### src/rtl/unary_gen_mc_if.sv
`default_nettype none
// ============================================================================
// Module  : unary_gen_mc_if
// Brief   : Frame handshake and stream bundle for unary_gen_mc. The ones_cnt
//           member exists only when ONES_COUNT_EN is defined.
// Revision: 1.0 - initial release
// ============================================================================
interface unary_gen_mc_if #(
  parameter int DATA_W = 8,
  parameter int LEN_W  = 10,
  parameter int CH     = 4
);
  logic                   start;
  logic [CH*DATA_W-1:0]   scalars;
  logic                   mode;
  logic                   busy;
  logic                   u_valid;
  logic [CH-1:0]          u_out;
  logic [LEN_W-1:0]       out_count;
  logic                   done;
`ifdef ONES_COUNT_EN
  logic [CH*(LEN_W+1)-1:0] ones_cnt;

  modport master (output start, scalars, mode,
                  input  busy, u_valid, u_out, out_count, done, ones_cnt);
  modport slave  (input  start, scalars, mode,
                  output busy, u_valid, u_out, out_count, done, ones_cnt);
`else
  modport master (output start, scalars, mode,
                  input  busy, u_valid, u_out, out_count, done);
  modport slave  (input  start, scalars, mode,
                  output busy, u_valid, u_out, out_count, done);
`endif
endinterface
`default_nettype wire

### src/rtl/unary_gen_mc.sv
`default_nettype none
// ============================================================================
// Module  : unary_gen_mc
// Brief   : CH-channel unary bitstream generator, 2^LEN_W bits per frame,
//           thermometer or bit-reversed ordering. Define ONES_COUNT_EN to add
//           per-channel ones counters on bus.ones_cnt.
// Revision: 1.0 - initial release
// ============================================================================
module unary_gen_mc #(
  parameter int DATA_W = 8,
  parameter int LEN_W  = 10,
  parameter int CH     = 4
) (
  input  wire logic        clk,
  input  wire logic        reset,
  unary_gen_mc_if.slave    bus
);

  localparam int               c_SHIFT   = LEN_W - DATA_W;
  localparam logic [LEN_W-1:0] c_CNT_MAX = '1;
  localparam logic [LEN_W-1:0] c_CNT_ONE = LEN_W'(1);

  generate
    if (LEN_W < DATA_W) begin : g_bad_len
      $error("unary_gen_mc: LEN_W must be >= DATA_W");
    end
    if (CH < 1) begin : g_bad_ch
      $error("unary_gen_mc: CH must be >= 1");
    end
  endgenerate

  typedef enum logic [1:0] {
    S_IDLE = 2'd0,
    S_RUN  = 2'd1,
    S_LAST = 2'd2
  } state_t;

  state_t           r_state;
  state_t           w_state_nxt;
  logic             w_accept;
  logic [LEN_W-1:0] r_count;
  logic [LEN_W-1:0] w_count_rev;
  logic [LEN_W-1:0] w_cmp;
  logic             r_mode;
  logic [LEN_W-1:0] r_thr    [CH];
  logic [LEN_W-1:0] w_thr_in [CH];
  logic [CH-1:0]    w_bits;
  logic [CH-1:0]    r_u_out;
  logic [LEN_W-1:0] r_out_count;
  logic             r_u_valid;
  logic             r_done;

  generate
    for (genvar b = 0; b < LEN_W; b++) begin : g_rev
      assign w_count_rev[b] = r_count[LEN_W-1-b];
    end
  endgenerate

  assign w_cmp = r_mode ? w_count_rev : r_count;

  // Scalar is placed in the top DATA_W bits of the threshold.
  generate
    for (genvar i = 0; i < CH; i++) begin : g_ch
      assign w_thr_in[i] = LEN_W'(bus.scalars[i*DATA_W +: DATA_W]) << c_SHIFT;
      assign w_bits[i]   = (w_cmp < r_thr[i]);
    end
  endgenerate

  always_ff @(posedge clk or negedge reset) begin
    if (!reset) begin
      r_state <= S_IDLE;
    end else begin
      r_state <= w_state_nxt;
    end
  end

  always_comb begin
    w_state_nxt = r_state;
    w_accept    = 1'b0;
    case (r_state)
      S_IDLE: begin
        if (bus.start) begin
          w_accept    = 1'b1;
          w_state_nxt = S_RUN;
        end
      end
      S_RUN: begin
        if (r_count == c_CNT_MAX) begin
          w_state_nxt = S_LAST;
        end
      end
      S_LAST:  w_state_nxt = S_IDLE;
      default: w_state_nxt = S_IDLE;
    endcase
  end

  // The final bit is registered on the RUN->LAST edge together with done,
  // so LAST only has to drop valid/done on its way out.
  always_ff @(posedge clk or negedge reset) begin
    if (!reset) begin
      r_count     <= '0;
      r_mode      <= 1'b0;
      r_u_out     <= '0;
      r_out_count <= '0;
      r_u_valid   <= 1'b0;
      r_done      <= 1'b0;
      for (int i = 0; i < CH; i++) begin
        r_thr[i] <= '0;
      end
    end else begin
      if (w_accept) begin
        r_mode  <= bus.mode;
        r_count <= '0;
        for (int i = 0; i < CH; i++) begin
          r_thr[i] <= w_thr_in[i];
        end
      end
      if (r_state == S_RUN) begin
        r_u_out     <= w_bits;
        r_out_count <= r_count;
        r_u_valid   <= 1'b1;
        if (r_count == c_CNT_MAX) begin
          r_done <= 1'b1;
        end else begin
          r_count <= r_count + c_CNT_ONE;
        end
      end else begin
        r_u_valid <= 1'b0;
        r_done    <= 1'b0;
      end
    end
  end

  assign bus.busy      = (r_state != S_IDLE);
  assign bus.u_valid   = r_u_valid;
  assign bus.u_out     = r_u_out;
  assign bus.out_count = r_out_count;
  assign bus.done      = r_done;

`ifdef ONES_COUNT_EN
  localparam logic [LEN_W:0] c_ONES_ONE = (LEN_W+1)'(1);

  logic [LEN_W:0] r_ones [CH];

  // Counted as bits are registered so the total is already final in the done cycle.
  always_ff @(posedge clk or negedge reset) begin
    if (!reset) begin
      for (int i = 0; i < CH; i++) begin
        r_ones[i] <= '0;
      end
    end else if (w_accept) begin
      for (int i = 0; i < CH; i++) begin
        r_ones[i] <= '0;
      end
    end else if (r_state == S_RUN) begin
      for (int i = 0; i < CH; i++) begin
        if (w_bits[i]) begin
          r_ones[i] <= r_ones[i] + c_ONES_ONE;
        end
      end
    end
  end

  generate
    for (genvar i = 0; i < CH; i++) begin : g_ones
      assign bus.ones_cnt[i*(LEN_W+1) +: (LEN_W+1)] = r_ones[i];
    end
  endgenerate
`endif

endmodule
`default_nettype wire

### src/flat_wrapper.sv
// flat-port wrapper written by rule: the top's interface ports become plain ports
module unary_gen_mc_flat 
#(
  parameter int DATA_W = 8,
  parameter int LEN_W  = 10,
  parameter int CH     = 4
)
  (clk, reset, bus_start, bus_scalars, bus_mode, bus_busy, bus_u_valid, bus_u_out, bus_out_count, bus_done);
  unary_gen_mc_if #(.DATA_W(DATA_W), .LEN_W(LEN_W), .CH(CH)) bus_i ();
  input  wire logic clk;
  input  wire logic reset;
  input wire logic [$bits(bus_i.start)-1:0] bus_start;
  input wire logic [$bits(bus_i.scalars)-1:0] bus_scalars;
  input wire logic [$bits(bus_i.mode)-1:0] bus_mode;
  output wire logic [$bits(bus_i.busy)-1:0] bus_busy;
  output wire logic [$bits(bus_i.u_valid)-1:0] bus_u_valid;
  output wire logic [$bits(bus_i.u_out)-1:0] bus_u_out;
  output wire logic [$bits(bus_i.out_count)-1:0] bus_out_count;
  output wire logic [$bits(bus_i.done)-1:0] bus_done;
  assign bus_i.start = bus_start;
  assign bus_i.scalars = bus_scalars;
  assign bus_i.mode = bus_mode;
  assign bus_busy = bus_i.busy;
  assign bus_u_valid = bus_i.u_valid;
  assign bus_u_out = bus_i.u_out;
  assign bus_out_count = bus_i.out_count;
  assign bus_done = bus_i.done;
  unary_gen_mc #(.DATA_W(DATA_W), .LEN_W(LEN_W), .CH(CH)) u_core (.clk(clk), .reset(reset), .bus(bus_i));
endmodule
### config.mk
export PLATFORM = sky130hd
export DESIGN_NAME = unary_gen_mc_flat
export DESIGN_NICKNAME = d
export VERILOG_FILES = /design/src/rtl/unary_gen_mc_if.sv /design/src/rtl/unary_gen_mc.sv /design/src/flat_wrapper.sv
export SDC_FILE = /design/constraint.sdc
export NUM_CORES = 1
export LEC_CHECK = 0
export CAP_MARGIN = 40
export CORE_MARGIN = 4
export CORE_UTILIZATION = 60
export CTS_CLUSTER_DIAMETER = 30
export DETAILED_ROUTE_END_ITERATION = 8
export DONT_BUFFER_PORTS = 1
export HOLD_SLACK_MARGIN = 0.12
export PLACE_DENSITY = 0.76
export SYNTH_ARGS = -nofsm -noshare
export SYNTH_HDL_FRONTEND = slang
export SYNTH_SLANG_ARGS = --single-unit
### constraint.sdc
create_clock -name clk -period 2.6 [get_ports clk]
set_input_delay 0.39 -clock clk [delete_from_list [all_inputs] [get_ports clk]]
set_output_delay 0.39 -clock clk [all_outputs]
set_load 0.005 [all_outputs]
==> flow_metrics.env <==
export IMPL_holdPathStages=2
export IMPL_syn_area_mm2=0.003164
export IMPL_grt_util_met2_pct=32.37
export IMPL_fin_area_mm2=0.003501
export IMPL_use_met1_pct=33.02
export IMPL_hp_start="bus_scalars[16]"
export IMPL_slew_violations=0
export IMPL_r2r_end="u_core.bus.u_out[0]$_DFFE_PN0P_"
export IMPL_nets=411
export IMPL_synth_xor_area_share_pct=0
export IMPL_placed_area_mm2=0.003252
export IMPL_dr_first_iter_drc_count=146
export IMPL_synth_compound_area_share_pct=15.34
export IMPL_numCtsBuffers=9
export IMPL_grt_pass1_wl_um=11190
export IMPL_finalHoldViolCount=0
export IMPL_synth_top_family_by_area="simple AND/OR/NAND/NOR gates"
export IMPL_cp_max_fo=12
export IMPL_tightest_slew_ns=0.5082
export IMPL_io_buffers=0
export IMPL_ys_top_cells_by_count="nand2_1, dfrtp_1, o21ai_0"
export IMPL_busiest_layer="met1"
export IMPL_rrSetupSlack_ns=0.44
export IMPL_cts_sinks=61
export IMPL_yosysMostFrequentCell="nand2_1"
export IMPL_synth_seq_cells=61
export IMPL_syn_nets=407
export IMPL_irDropWorstVdd_mv=0.3556
export IMPL_muxShareOfSynthArea_pct=1.740
export IMPL_drc=0
export IMPL_power_frac_seq_pct=51.3
export IMPL_clk_insertion_delay_late_ns=0.35
export IMPL_critPathKind="flip-flop to flip-flop"
export IMPL_fin_crit_sh_pct=83.09
export IMPL_antenna_found_initial=0
export IMPL_rsz0062_at_grt="no"
export IMPL_end_kind="flip-flop"
export IMPL_reg2reg_depth=5
export IMPL_yosys_area_top_type="dfrtp_1"
export IMPL_via_count=2331
export IMPL_drive_gt1_share_pct=9.402
export IMPL_seq_area_frac_synth_pct=48.24
export IMPL_initial_core_util_pct=61.95
export IMPL_synthesis_instances=342
export IMPL_hpwl_um=4697
export IMPL_grtUsageMet3_pct=7.735
export IMPL_crit_arrival_ns=2.45
export IMPL_relSlewSlack_pct=65.15
export IMPL_fp_dieW_um=80.62
export IMPL_outcome="finished, final reports clean"
export IMPL_cap_violations=0
export IMPL_wl_um=6430
export IMPL_dr_pass1_iters=4
export IMPL_power_density_mw_per_mm2=528.3
export IMPL_synth_fa_ha_area_share_pct=11.47
export IMPL_row_count=26
export IMPL_dieArea_mm2=0.006500
export IMPL_clkTransAtPathRegs_ns=0.07
export IMPL_gp_congestion=0.8268
export IMPL_cp_start_kind="flip-flop"
export IMPL_cp_required_ns=2.89
export IMPL_via_per_inst=5.537
export IMPL_finalPower_w=0.001850
export IMPL_worst_path_max_delay_cell="dfrtp_1"
export IMPL_crit_family="compound AO/OA/AOI/OAI gates"
export IMPL_ys_types=34
export IMPL_overflow=0
export IMPL_clock_path_buffers=2
export IMPL_cpPeakStageDelay_ns=0.56
export IMPL_p_clk_share_pct=47.4
export IMPL_gr_usage_all_layers_pct=23.23
export IMPL_clockRootBuffer="clkbuf_8"
export IMPL_p_comb_share_pct=1.3
export IMPL_synth_area_leaders="dfrtp_1, ha_1, nand2_1"
export IMPL_ios=53
export IMPL_wl_per_cell_um=15.27
export IMPL_area_delta_synth_final_pct=10.64
export IMPL_crit_cells=5
export IMPL_r2r_start="u_core.r_mode$_DFFE_PN0P_"
export IMPL_antenna_diode_count=0
export IMPL_synthArstFlopShare_pct=100.0
export IMPL_fillers=409
export IMPL_fin_tns_setup_ns=0
export IMPL_cts_resized_gates=0
export IMPL_cp_num_buf_inv=0
export IMPL_swShare_pct=20.28
export IMPL_p_leak_nw=1.681
export IMPL_ant_nets=0
export IMPL_grt_pass1_vias=2343
export IMPL_yosysTopAreaCellShare_pct=48.24
export IMPL_grt_max_degree=62
export IMPL_path_cells="mux2_2 -> ha_1 -> and4_1 -> a2111oi_0 -> a22o_1"
export IMPL_fmax_mhz=462.9
export IMPL_postSynthAreaPerCell_um2=9.252
export IMPL_synth_edf_count=0
export IMPL_hold_end="u_core.r_thr[12]$_DFFE_PN0P_"
export IMPL_cts_tree="done"
export IMPL_hold_path_class="primary input to flip-flop"
export IMPL_p_switching_w=0.0003751
export IMPL_power_internal_w=0.001474
export IMPL_synth_simple_area_share_pct=16.96
export IMPL_ys_flop_type="dfrtp_1"
export IMPL_core_mm2=0.005107
export IMPL_finalClockSkew_ns=0.006824
export IMPL_htreeDepth=3
export IMPL_fp_dieH_um=80.62
export IMPL_finalCriticalPeriod_ns=2.160
export IMPL_finalSetupViolations=0
export IMPL_yosys_warnings=0
layout make-up:
| cell class | count | area [um2] | area share [%] |
|---|---|---|---|
| flip-flops and latches | 61 | 1526 | 43.60 |
| multi-input cells | 230 | 1441 | 41.17 |
| clock buffers | 13 | 168.9 | 4.825 |
| inverters | 35 | 131.4 | 3.753 |
| repair buffers | 9 | 102.6 | 2.931 |
| well taps | 70 | 87.58 | 2.502 |
| clock inverters | 3 | 42.54 | 1.215 |
metrics by stage:
| stage | setup WS [ns] | hold WS, ns | cells | utilization [%] |
|---|---|---|---|---|
| floorplan | 0.4761 | 0.09441 | 342 | - |
| global route | 0.3326 | 0.1426 | 421 | 68.54 |
| finish | 0.4397 | 0.1499 | 421 | 68.54 |
| CTS | 0.4271 | 0.1461 | 421 | 68.54 |
| detailed placement | 0.4490 | 0.09599 | 403 | 63.67 |
| global placement | 0.5282 | 0.09594 | 402 | 63.28 |
layer usage:
layer | share of wire (%) | vias up
met5 | 0 | -
met4 | 1.8 | 0
met3 | 7.2 | 12
met2 | 42 | 63
met1 | 49 | 1083
li1 | - | 1173
cell families (layout without fill, tap and decap cells):
| group | count (synthesis) | count (layout) |
|---|---|---|
| AO/OA/AOI/OAI | 79 | 79 |
| flip-flops | 61 | 61 |
| buffers and inverters | 51 | 60 |
| adder cells (fa/ha/maj) | 29 | 29 |
| AND/OR/NAND/NOR | 117 | 117 |
| multiplexers | 5 | 5 |
registers in the layout, summed over array words and instances (netlist names):
signal and cells:
u_core.r_mode 1, u_core.r_state 2, u_core.bus.done 1, u_core.bus.out_count 10, u_core.r_count 10, u_core.bus.u_out 4
u_core.r_thr 32, u_core.bus.u_valid 1
cells in the final DEF (no fill, tap or decap), types with 2 or more instances in the layout:
cell      netlist  layout
nand3_4         2       2
a21oi_1         4       4
a31oi_1         3       3
ha_1           29      29
mux2_2          4       4
o211ai_1        4       4
nor2_1          9       9
and4_1          4       4
inv_1          35      35
a22o_1          4       4
o21ai_0        49      49
nand2_1        77      77
a211oi_1        8       8
dfrtp_1        61      61
nand3_1         7       7
buf_4           0       6
clkbuf_8        0      12
nor3_1          9       9
nor3b_1         3       3
repair_timing:
action                                 in CTS  in global routing
setup buffers                               0                  0
hold buffers                                2                  0
setup endpoints to repair                   0                  0
endpoints found under the hold margin      61                  0
power groups by stage:
| stage | clock (W) | combinational, W | sequential [W] |
|---|---|---|---|
| 2_1_floorplan | 0 | 0.000000592 | 0.000967 |
| 3_3_place_gp | 0 | 0.000000592 | 0.000967 |
| 3_5_place_dp | 0 | 0.000000592 | 0.000967 |
| 4_1_cts | 0.000891 | 0.0000254 | 0.000949 |
| 5_1_grt | 0.000938 | 0.0000282 | 0.000948 |
| 6_report | 0.000877 | 0.0000238 | 0.000949 |
worst max-delay path by stage:
stage	start	endpoint	slack (ns)
after floorplan	u_core.r_mode$_DFFE_PN0P_	u_core.bus.u_out[0]$_DFFE_PN0P_	0.48
after global placement	u_core.r_mode$_DFFE_PN0P_	u_core.bus.u_out[0]$_DFFE_PN0P_	0.53
after detailed placement	u_core.r_mode$_DFFE_PN0P_	u_core.bus.u_out[0]$_DFFE_PN0P_	0.45
after CTS	u_core.r_mode$_DFFE_PN0P_	u_core.bus.u_out[0]$_DFFE_PN0P_	0.43
after global routing	u_core.r_mode$_DFFE_PN0P_	u_core.bus.u_out[0]$_DFFE_PN0P_	0.33
final	u_core.r_mode$_DFFE_PN0P_	u_core.bus.u_out[0]$_DFFE_PN0P_	0.44
Note: power is estimated with default switching activity, not from simulation.
